===== src/rtl/high_bit_decode.sv =====
// Rebuilds a word from the index of its highest set bit, as a one-hot or a
// thermometer mask, through a two-stage valid/ready pipeline.
module high_bit_decode #(
  parameter  int OUTPUT_WIDTH = 8,
  localparam int INDEX_WIDTH  = $clog2(OUTPUT_WIDTH)
) (
  input  logic                    clk,
  input  logic                    rst_n,
  input  logic                    in_valid,
  output logic                    in_ready,
  input  logic [INDEX_WIDTH-1:0]  in_index,
  input  logic                    in_zero,
  input  logic                    in_mode,
  output logic                    out_valid,
  input  logic                    out_ready,
  output logic [OUTPUT_WIDTH-1:0] out_data,
  output logic                    out_error,
  output logic [15:0]             err_count
);

  logic                   s1_valid;
  logic [INDEX_WIDTH-1:0] s1_index;
  logic                   s1_zero;
  logic                   s1_mode;
  logic                   s1_load;
  logic                   s2_load;
  logic [OUTPUT_WIDTH:0]  one_wide;
  logic [OUTPUT_WIDTH:0]  therm_wide;
  logic                   idx_oor;
  logic [OUTPUT_WIDTH-1:0] dec_data;
  logic                   dec_error;

  // out_ready feeds in_ready combinationally so a draining sink frees S1 at once
  assign in_ready = rst_n && (!s1_valid || !out_valid || out_ready);
  assign s1_load  = in_valid && in_ready;
  assign s2_load  = s1_valid && (!out_valid || out_ready);

  always_comb begin
    one_wide   = (OUTPUT_WIDTH+1)'(1) << s1_index;
    // one extra bit so index OUTPUT_WIDTH-1 wraps to all ones after truncation
    therm_wide = (one_wide << 1) - (OUTPUT_WIDTH+1)'(1);
    idx_oor    = 32'(s1_index) >= 32'(OUTPUT_WIDTH);
    dec_data   = '0;
    dec_error  = 1'b0;
    if (s1_zero) begin
      dec_data = '0;
    end else if (idx_oor) begin
      dec_error = 1'b1;
    end else if (s1_mode) begin
      dec_data = therm_wide[OUTPUT_WIDTH-1:0];
    end else begin
      dec_data = one_wide[OUTPUT_WIDTH-1:0];
    end
  end

  always_ff @(posedge clk or negedge rst_n) begin
    if (!rst_n) begin
      s1_valid <= 1'b0;
      s1_index <= '0;
      s1_zero  <= 1'b0;
      s1_mode  <= 1'b0;
    end else if (s1_load) begin
      s1_valid <= 1'b1;
      s1_index <= in_index;
      s1_zero  <= in_zero;
      s1_mode  <= in_mode;
    end else if (s2_load) begin
      s1_valid <= 1'b0;
    end
  end

  always_ff @(posedge clk or negedge rst_n) begin
    if (!rst_n) begin
      out_valid <= 1'b0;
      out_data  <= '0;
      out_error <= 1'b0;
    end else if (s2_load) begin
      out_valid <= 1'b1;
      out_data  <= dec_data;
      out_error <= dec_error;
    end else if (out_ready) begin
      out_valid <= 1'b0;
    end
  end

  always_ff @(posedge clk or negedge rst_n) begin
    if (!rst_n) begin
      err_count <= '0;
    end else if (out_valid && out_ready && out_error && (err_count != 16'hFFFF)) begin
      err_count <= err_count + 16'd1;
    end
  end

endmodule


===== config.mk =====
export PLATFORM = sky130hd
export DESIGN_NAME = high_bit_decode
export DESIGN_NICKNAME = d
export VERILOG_FILES = /design/src/rtl/high_bit_decode.sv
export SDC_FILE = /design/constraint.sdc
export NUM_CORES = 1
export LEC_CHECK = 0
export CAP_MARGIN = 20
export CELL_PAD_IN_SITES_DETAIL_PLACEMENT = 0
export CELL_PAD_IN_SITES_GLOBAL_PLACEMENT = 1
export CORE_UTILIZATION = 27
export DETAILED_ROUTE_END_ITERATION = 12
export GPL_TIMING_DRIVEN = 0
export PLACE_DENSITY = 0.8
export SYNTH_ARGS = -nofsm -noshare
export SYNTH_HDL_FRONTEND = slang
export SYNTH_SLANG_ARGS = --single-unit

===== constraint.sdc =====
create_clock -name clk -period 1.46 [get_ports clk]
set_clock_uncertainty 0.15 [all_clocks]
set_input_delay 0.219 -clock clk [delete_from_list [all_inputs] [get_ports clk]]
set_output_delay 0.219 -clock clk [all_outputs]
set_load 0.05 [all_outputs]

# After elaboration in Yosys (flattened, before gate mapping)
# Cells that the tools add are included.
# word_totals
reg_bits	15
elab_cells	24
out_inout_bits	27
input_bits	9
# op_classes
reduce_logical	10
add_sub_neg	1
shift	1
muxes	6
# op_table
op	count
$mux 8	2
$shl 1x3->8 const A	1
$sub 8x1->8 const B	1
$mux 1	4
$reduce_bool 2->1	2
$logic_and 1x1->1	3
$logic_or 1x1->1	3
$logic_not 1->1	2

# Depth between registers and ports, before layout
# Gate-level depths: netlist (run 1).
# logic_depth
ltp_word	6
mapped_depth	4
ltp_nobuf	3

# Worst setup path before layout (run 1)
# Ideal clock, no wire load.
# synth_timing
path_kind	reg2out
startpoint	reg out_valid
endpoint	out in_ready
slack_ns	-0.297
path_stages_with_launch	5
path_buffers	1
t_required_ns	1.091
arrival_ns	1.388
path_cell_list	dfrtp_1 -> nor2b_1 -> buf_6 -> nand2_1 -> and2_1
# synth_between
elab_chain_cells	4
# synth_rtl
element	line	rtl
start: declaration	14	output logic out_valid,
start signal: assignment	74	out_valid <= 1'b0;
start signal: assignment	78	out_valid <= 1'b1;
start signal: assignment	82	out_valid <= 1'b0;
$logic_not 1->1	34	assign in_ready = rst_n && (!s1_valid || !out_valid || out_ready);
$logic_or 1x1->1 (2 in series)	34	
$logic_and 1x1->1	34	
end: declaration	10	output logic in_ready,
# Every way passes these cells.

# Final worst setup path (run 1)
# layout_timing
startpoint	reg out_valid
endpoint	reg s1_zero
# layout_between
elab_chain_cells	5
# layout_rtl
element	line	rtl
$logic_not 1->1	34	
$logic_or 1x1->1 (2 in series)	34	
$logic_and 1x1->1	34	
$logic_and 1x1->1	35	assign s1_load = in_valid && in_ready;
end signal: assignment	65	s1_zero <= in_zero;
end: declaration	23	logic s1_zero;
# Every way passes these cells.
# A chain may end at the register's enable or synchronous reset.

==> results.md, run 1 <==
- Run status: finished, violations left
- Failing checks: design-rule violations, negative setup slack
- Vias in the first global route: 588
- First-pass GRT wire length: 2500 µm
- CTS Buf Count: 3
- Power per cell area: 1220 nW/µm²
- Port Buf Inserts: 18
- Final setup viols: 6
- Final Cell Area: 1200 µm²
- Routability cong.: 0.761
- F_max: 655 MHz
- Clock latency on the worst-skew pair: 0.28 ns
- Area Overhead vs Synth: 44.6%
- I/O pins: 36
- Share of layout cells above drive strength 1: 41.9%
- Slew of the pin with the lowest slew margin: 0.653 ns
- Slowest library cell on the worst path: dfrtp_2
- DP Area: 1120 µm²
- Crit path required time: 1.48 ns
- Diode count: 0
- Initial antenna violation count: 0
- Post-synthesis instance total: 77
- Setup crit end kind: flop
- Cell variety after synth: 21
- EDFF count, synth: 0
- CTS Sinks: 15
- Worst Setup Slack, final: -0.0678 ns
- Sequential share of the synthesized area: 45.2%
- Max Slew Vio Count: 0
- Initial core utilization: 29.4%
- Unrepaired setup endpoints after global routing: yes
- Wire length per cell: 10.4 µm
- Max-cap violations: 0
- FF-to-FF path depth: 4
- Detail Route Antenna Nets: 0
- Die Wd: 57.5 µm
- Crit-path max FO: 8
- Total grt overflow: 0
- CTS root buf: clkbuf_4
- Die area: 3300 µm²
- H-tree depth: 1
- Nets@finish: 127
- Synth warn: 0
- Fin crit period: 1.53 ns
- Arr. time, crit path: 1.54 ns
- Num rows: 19
- Via count: 606
- WP buf/inv: 1
- Yosys reg bits: 15
- Hold Violations, Final: 0
- Cell area after synthesis: 831 µm²
- Total track usage: 10.2%
- Crit path max-delay family: flip-flops
- Fin crit share: 105%
- Hold crit path type: in -> reg
- Hold WS: 0.214 ns
- Cell Chain, Critical Path: nor2b_4 -> buf_4 -> a21oi_4 -> mux2_4
- CTS tree: built
- Aggregate negative setup slack: -0.371 ns
- Vias per std cell: 4.09
- Crit Path Category: reg -> reg
- Largest stage delay, worst path: 0.40 ns
- Static Leakage: 0.000585 µW
- Startpoint class of the critical path: flop
- Hold path depth: 3
- Worst-path clk slew: 0.08 ns
- Most common cell after layout, fill and taps aside: buf_4
- # DRC: 4
- Ys flop type: dfrtp_1
- Total Wirelength: 1540 µm
- 1st-iter DRT viols: 9
- CTS Buffer Depth: 2
- Core ar.: 2830 µm²
- Most frequent cells in the layout: buf_4, conb_1, dfrtp_1
- Mean Syn Cell Area: 10.8 µm²
- Cell count along the critical path: 4
- Relative slew slack: 56.3%
- IR drop worst, VDD: 583 µV
- FFs w/ async S/R, synth: 100%
- Largest net degree at the start of global routing: 16
- Height of the die: 57.5 µm
- DRT Pass-1 Iters: 7
[worst paths after layout]
| check | start | endpoint | slack (ns) |
|---|---|---|---|
| setup reg to reg | out_valid | s1_zero | -0.07 |
| hold / removal | rst_n | s1_valid | 0.21 |
| hold reg to reg | out_data[1] | out_data[1] | 0.36 |
| min in group asynchronous | rst_n | out_data[1] | 0.48 |
| setup / recovery | out_valid | s1_zero | -0.07 |
| max in group asynchronous | rst_n | out_valid | 0.21 |
[per-stage QoR]
step	setup WS [ns]	instances	total power, µW	util [%]
after floorplan	-0.107	93	1040	-
after global placement	-1.16	142	1210	39.6
after detailed placement	-1.19	142	1230	39.6
after CTS	-0.184	149	1470	42.1
after global routing	-0.130	148	1550	42.5
final	-0.0678	148	1460	42.5
[sequential cells by signal, summed over array words and instances (netlist names)]
name	count
s1_zero	1
s1_index	3
s1_mode	1
out_valid	1
s1_valid	1
out_data	8
[layer usage]
| metal | global-route usage (%) | part of all wire [%] | vias up |
|---|---|---|---|
| met4 | 6.27 | 1.9 | 0 |
| met2 | 17.8 | 49 | 25 |
| met3 | 2.27 | 6.7 | 4 |
| met5 | 0 | 0 | - |
| li1 | - | - | 311 |
| met1 | 11.1 | 42 | 266 |
[what timing repair did]
item,CTS,global route
gates resized for setup,45,6
hold buffers,1,0
setup endpoints to repair,16,10
setup buffers,2,0
pin swaps,1,2
endpoints found under the hold margin,15,0
cloned,0,0
[where the power goes]
part           switching [µW]  total (µW)  leakage, µW  internal, µW
registers                67.1         560     0.000189           492
clock network             127         233    0.0000150           106
logic                     421         667     0.000381           247
[synth_stat cells, drive strengths merged, types with 2 or more instances]
library cell	n	area share [%]
mux2i	2	2.4
mux2	5	6.8
nor2b	2	1.5
nand3b	2	1.8
nor2	4	1.8
nor3	2	1.2
nand2	5	2.3
o21ai	5	3.0
dfrtp	15	45
nand2b	2	1.5
o2bb2ai	2	3.6
o31ai	5	4.5
buf	19	18
[worst register-to-register path: stages (launching register included)]
cell and delay [ns]:
dfrtp_2 0.40, nor2b_4 0.14, buf_4 0.16, a21oi_4 0.24
mux2_4 0.33
[logic make-up after synthesis]
family	count (synthesis)	synth area share [%]
DFF	15	45.2
muxes	7	9.19
other	1	0.451
and+or+nand+nor	20	13.0
buffers and inverters	20	18.1
AOI/OAI and AO/OA	14	14.2
[final cells by class]
cell class              count  area [µm²]
flip-flops and latches     15         377
repair buffers             21         214
fillers                   273        1630
well taps                  31        38.8
clock buffers               4        26.3
inverters                   1        3.75
plain buffers              18         135
multi-input cells          58         407
Note: power is estimated with default switching activity, not from simulation.
==> run 2, diff against run 1 <==
--- a/config.mk
+++ b/config.mk
@@ -12,6 +12,7 @@
 export DETAILED_ROUTE_END_ITERATION = 12
 export GPL_TIMING_DRIVEN = 0
 export PLACE_DENSITY = 0.8
+export SETUP_SLACK_MARGIN = 0.05
 export SYNTH_ARGS = -nofsm -noshare
 export SYNTH_HDL_FRONTEND = slang
 export SYNTH_SLANG_ARGS = --single-unit
==> run 2 against run 1 <==
The flow still finishes with violations (design-rule violations, negative setup slack); final area shrank 2.9%; count of clock-buffer cells in the layout unchanged; worst setup slack lost 0.0081 ns; clock power hardly changed; die area is the same; flip-flop and latch count is the same; global-route usage is essentially flat; sequential share of layout area increased by 0.94 points; combinational power shrank 3%; via count increased by 1.3%; routed wire length is 1.6% lower; non-clock buffer count stayed put; critical endpoint unchanged.
==> results.md, run 2 (same netlist as run 1, synthesis figures left out) <==
- Max-cap violations: 0 (unchanged)
- Unrepaired setup endpoints after global routing: yes (unchanged)
- Max FFs per register: 8 (unchanged)
- Total Wirelength: 1520 µm (was 1540 µm)
- H-tree depth: 1 (unchanged)
- RR Startpoint: out_valid (unchanged)
- Dpl hpwl: 1140 µm
- Total grt overflow: 0 (unchanged)
- F_max: 651 MHz (was 655 MHz)
- Relative slew slack: 55.5% (was 56.3%)
- Height of the die: 57.5 µm (unchanged)
- Share of layout cells above drive strength 1: 42.7% (was 41.9%)
- Most common cell after layout, fill and taps aside: buf_4 (unchanged)
- CTS tree: built (unchanged)
- I/O pins: 36 (unchanged)
- Slew of the pin with the lowest slew margin: 0.667 ns (was 0.653 ns)
- Via count: 614 (was 606)
- CTS Buffer Depth: 2 (unchanged)
- Biggest regs: out_data (8), s1_index (3) (unchanged)
- Vias in the first global route: 549 (was 588)
- Clock latency on the worst-skew pair: 0.28 ns (about the same)
- First-pass GRT wire length: 2480 µm (was 2500 µm)
- 1st-iter DRT viols: 10 (was 9)
- GR Layer Usage met3: 4.76% (was 2.27%)
- Vias per std cell: 4.15 (was 4.09)
- # DRC: 5 (was 4)
- Die area: 3300 µm² (unchanged)
- Flop2flop setup slack: -0.08 ns (was -0.07 ns)
- WP buf/inv: 1 (unchanged)
- Crit-path max FO: 8 (unchanged)
- Cell count along the critical path: 4 (unchanged)
- Place WS: -1.17 ns (was -1.19 ns)
- CTS Sinks: 15 (unchanged)
- Busiest grt layer: met2 (unchanged)
- Reg area: 377 µm² (unchanged)
- Crit Path Category: reg -> reg (unchanged)
- Hold Violations, Final: 0 (unchanged)
- Multi-input logic area: 412 µm² (was 407 µm²)
- Static Leakage: 0.000605 µW (was 0.000585 µW)
- CTS Buf Count: 3 (unchanged)
- Initial core utilization: 29.4% (unchanged)
- # fillers: 273 (unchanged)
- Arr. time, crit path: 1.56 ns (was 1.54 ns)
- Core ar.: 2830 µm² (unchanged)
- Crit path max-delay family: flip-flops (unchanged)
- Nets@finish: 127 (unchanged)
- Slowest library cell on the worst path: dfrtp_2 (unchanged)
- Cell Chain, Critical Path: nor2b_4 -> buf_4 -> a21oi_4 -> mux2_4 (unchanged)
- Port Buf Inserts: 18 (unchanged)
- Hold crit path type: in -> async (was in -> reg)
- Power per cell area: 1230 nW/µm² (was 1220 nW/µm²)
- Initial antenna violation count: 0 (unchanged)
- Aggregate negative setup slack: -0.437 ns (was -0.371 ns)
- Largest stage delay, worst path: 0.41 ns (was 0.40 ns)
- Fin crit period: 1.54 ns (was 1.53 ns)
- Most frequent cells in the layout: buf_4, conb_1, dfrtp_1 (unchanged)
- Num rows: 19 (unchanged)
- Crit path required time: 1.48 ns (about the same)
- IR drop worst, VDD: 611 µV (was 583 µV)
- DRT Pass-1 Iters: 10 (was 7)
- Final setup viols: 6 (unchanged)
- Diode count: 0 (unchanged)
- Run status: finished, violations left (unchanged)
- Wire length per cell: 10.3 µm (was 10.4 µm)
- Total track usage: 10.2% (about the same)
- Routability cong.: 0.756 (was 0.761)
- Worst-path clk slew: 0.08 ns (about the same)
- FF-to-FF path depth: 4 (unchanged)
- Met2 usage: 16.1% (was 17.8%)
- Fin crit share: 105% (about the same)
- Failing checks: design-rule violations, negative setup slack (unchanged)
- Worst Setup Slack, final: -0.0759 ns (was -0.0678 ns)
- Setup crit end kind: flop (unchanged)
- Max Slew Vio Count: 0 (unchanged)
- GR Util met1: 12.3% (was 11.1%)
- Area Overhead vs Synth: 40.4% (was 44.6%)
- R2R Path End: s1_zero (unchanged)
- Detail Route Antenna Nets: 0 (unchanged)
- CTS root buf: clkbuf_4 (unchanged)
- Tot Pwr: 1440 µW (was 1460 µW)
- Largest net degree at the start of global routing: 16 (unchanged)
- Die Wd: 57.5 µm (unchanged)
- Largest Register: out_data (unchanged)
- Startpoint class of the critical path: flop (unchanged)
-- run 2: metal layers --
layer,part of all wire (%),up-vias,routed length [µm]
li1,-,315,-
met3,8.7,4,132
met4,1.2,0,18
met2,46,27,692
met1,44,268,674
met5,0,-,0
-- run 2: per-stage QoR --
| step | area, µm² | std cells | util (%) | hold slack, ns |
|---|---|---|---|---|
| 3_3_place_gp | 1120 | 142 | 39.6 | 0.348 |
| 6_report | 1170 | 148 | 41.2 | 0.117 |
| 4_1_cts | 1180 | 149 | 41.6 | 0.198 |
| 3_5_place_dp | 1120 | 142 | 39.6 | 0.343 |
| 2_1_floorplan | 901 | 93 | - | -0.227 |
| 5_1_grt | 1170 | 148 | 41.2 | 0.173 |
-- run 2: layout make-up --
type | count | area share (%)
multi-input combinational | 58 | 35.3
sequential | 15 | 32.3
timing repair buffer | 21 | 14.9
buffer | 18 | 11.6
tap | 31 | 3.33
clock buffer | 4 | 2.25
inverter | 1 | 0.322
-- run 2: report_power, final --
part / switching, µW / total (µW) / leakage [µW] / internal [µW]
Clock: 126 / 232 / 0.0000150 / 106
Sequential: 64.0 / 557 / 0.000189 / 493
Combinational: 427 / 648 / 0.000402 / 222
Total: 617 / 1440 / 0.000605 / 820
-- run 2: worst max path at each step --
stage                          from          end  slack, ns
after floorplan           out_valid  s1_index[0]      -0.11
after global placement        rst_n     in_ready      -1.16
after detailed placement      rst_n     in_ready      -1.17
after CTS                 out_valid     in_ready      -0.18
after global routing      out_valid     in_ready      -0.15
final                     out_valid      s1_zero      -0.08
-- run 2: worst register-to-register path: cells and delay by family, from the launching register on --
family | cells | cell delay, ns
AO/OA/AOI/OAI | 1 | 0.24
buffers and inverters | 1 | 0.16
flip-flops | 1 | 0.41
multiplexers | 1 | 0.33
AND/OR/NAND/NOR | 1 | 0.14
-- run 2: repair_timing --
item,4_1_cts,5_1_grt
endpoints found under the setup margin,16,22
gates cloned,0,0
hold buffers,1,0
setup buffers,2,0
resized for setup,48,23
pin swaps,1,2
endpoints found under the hold margin,15,0
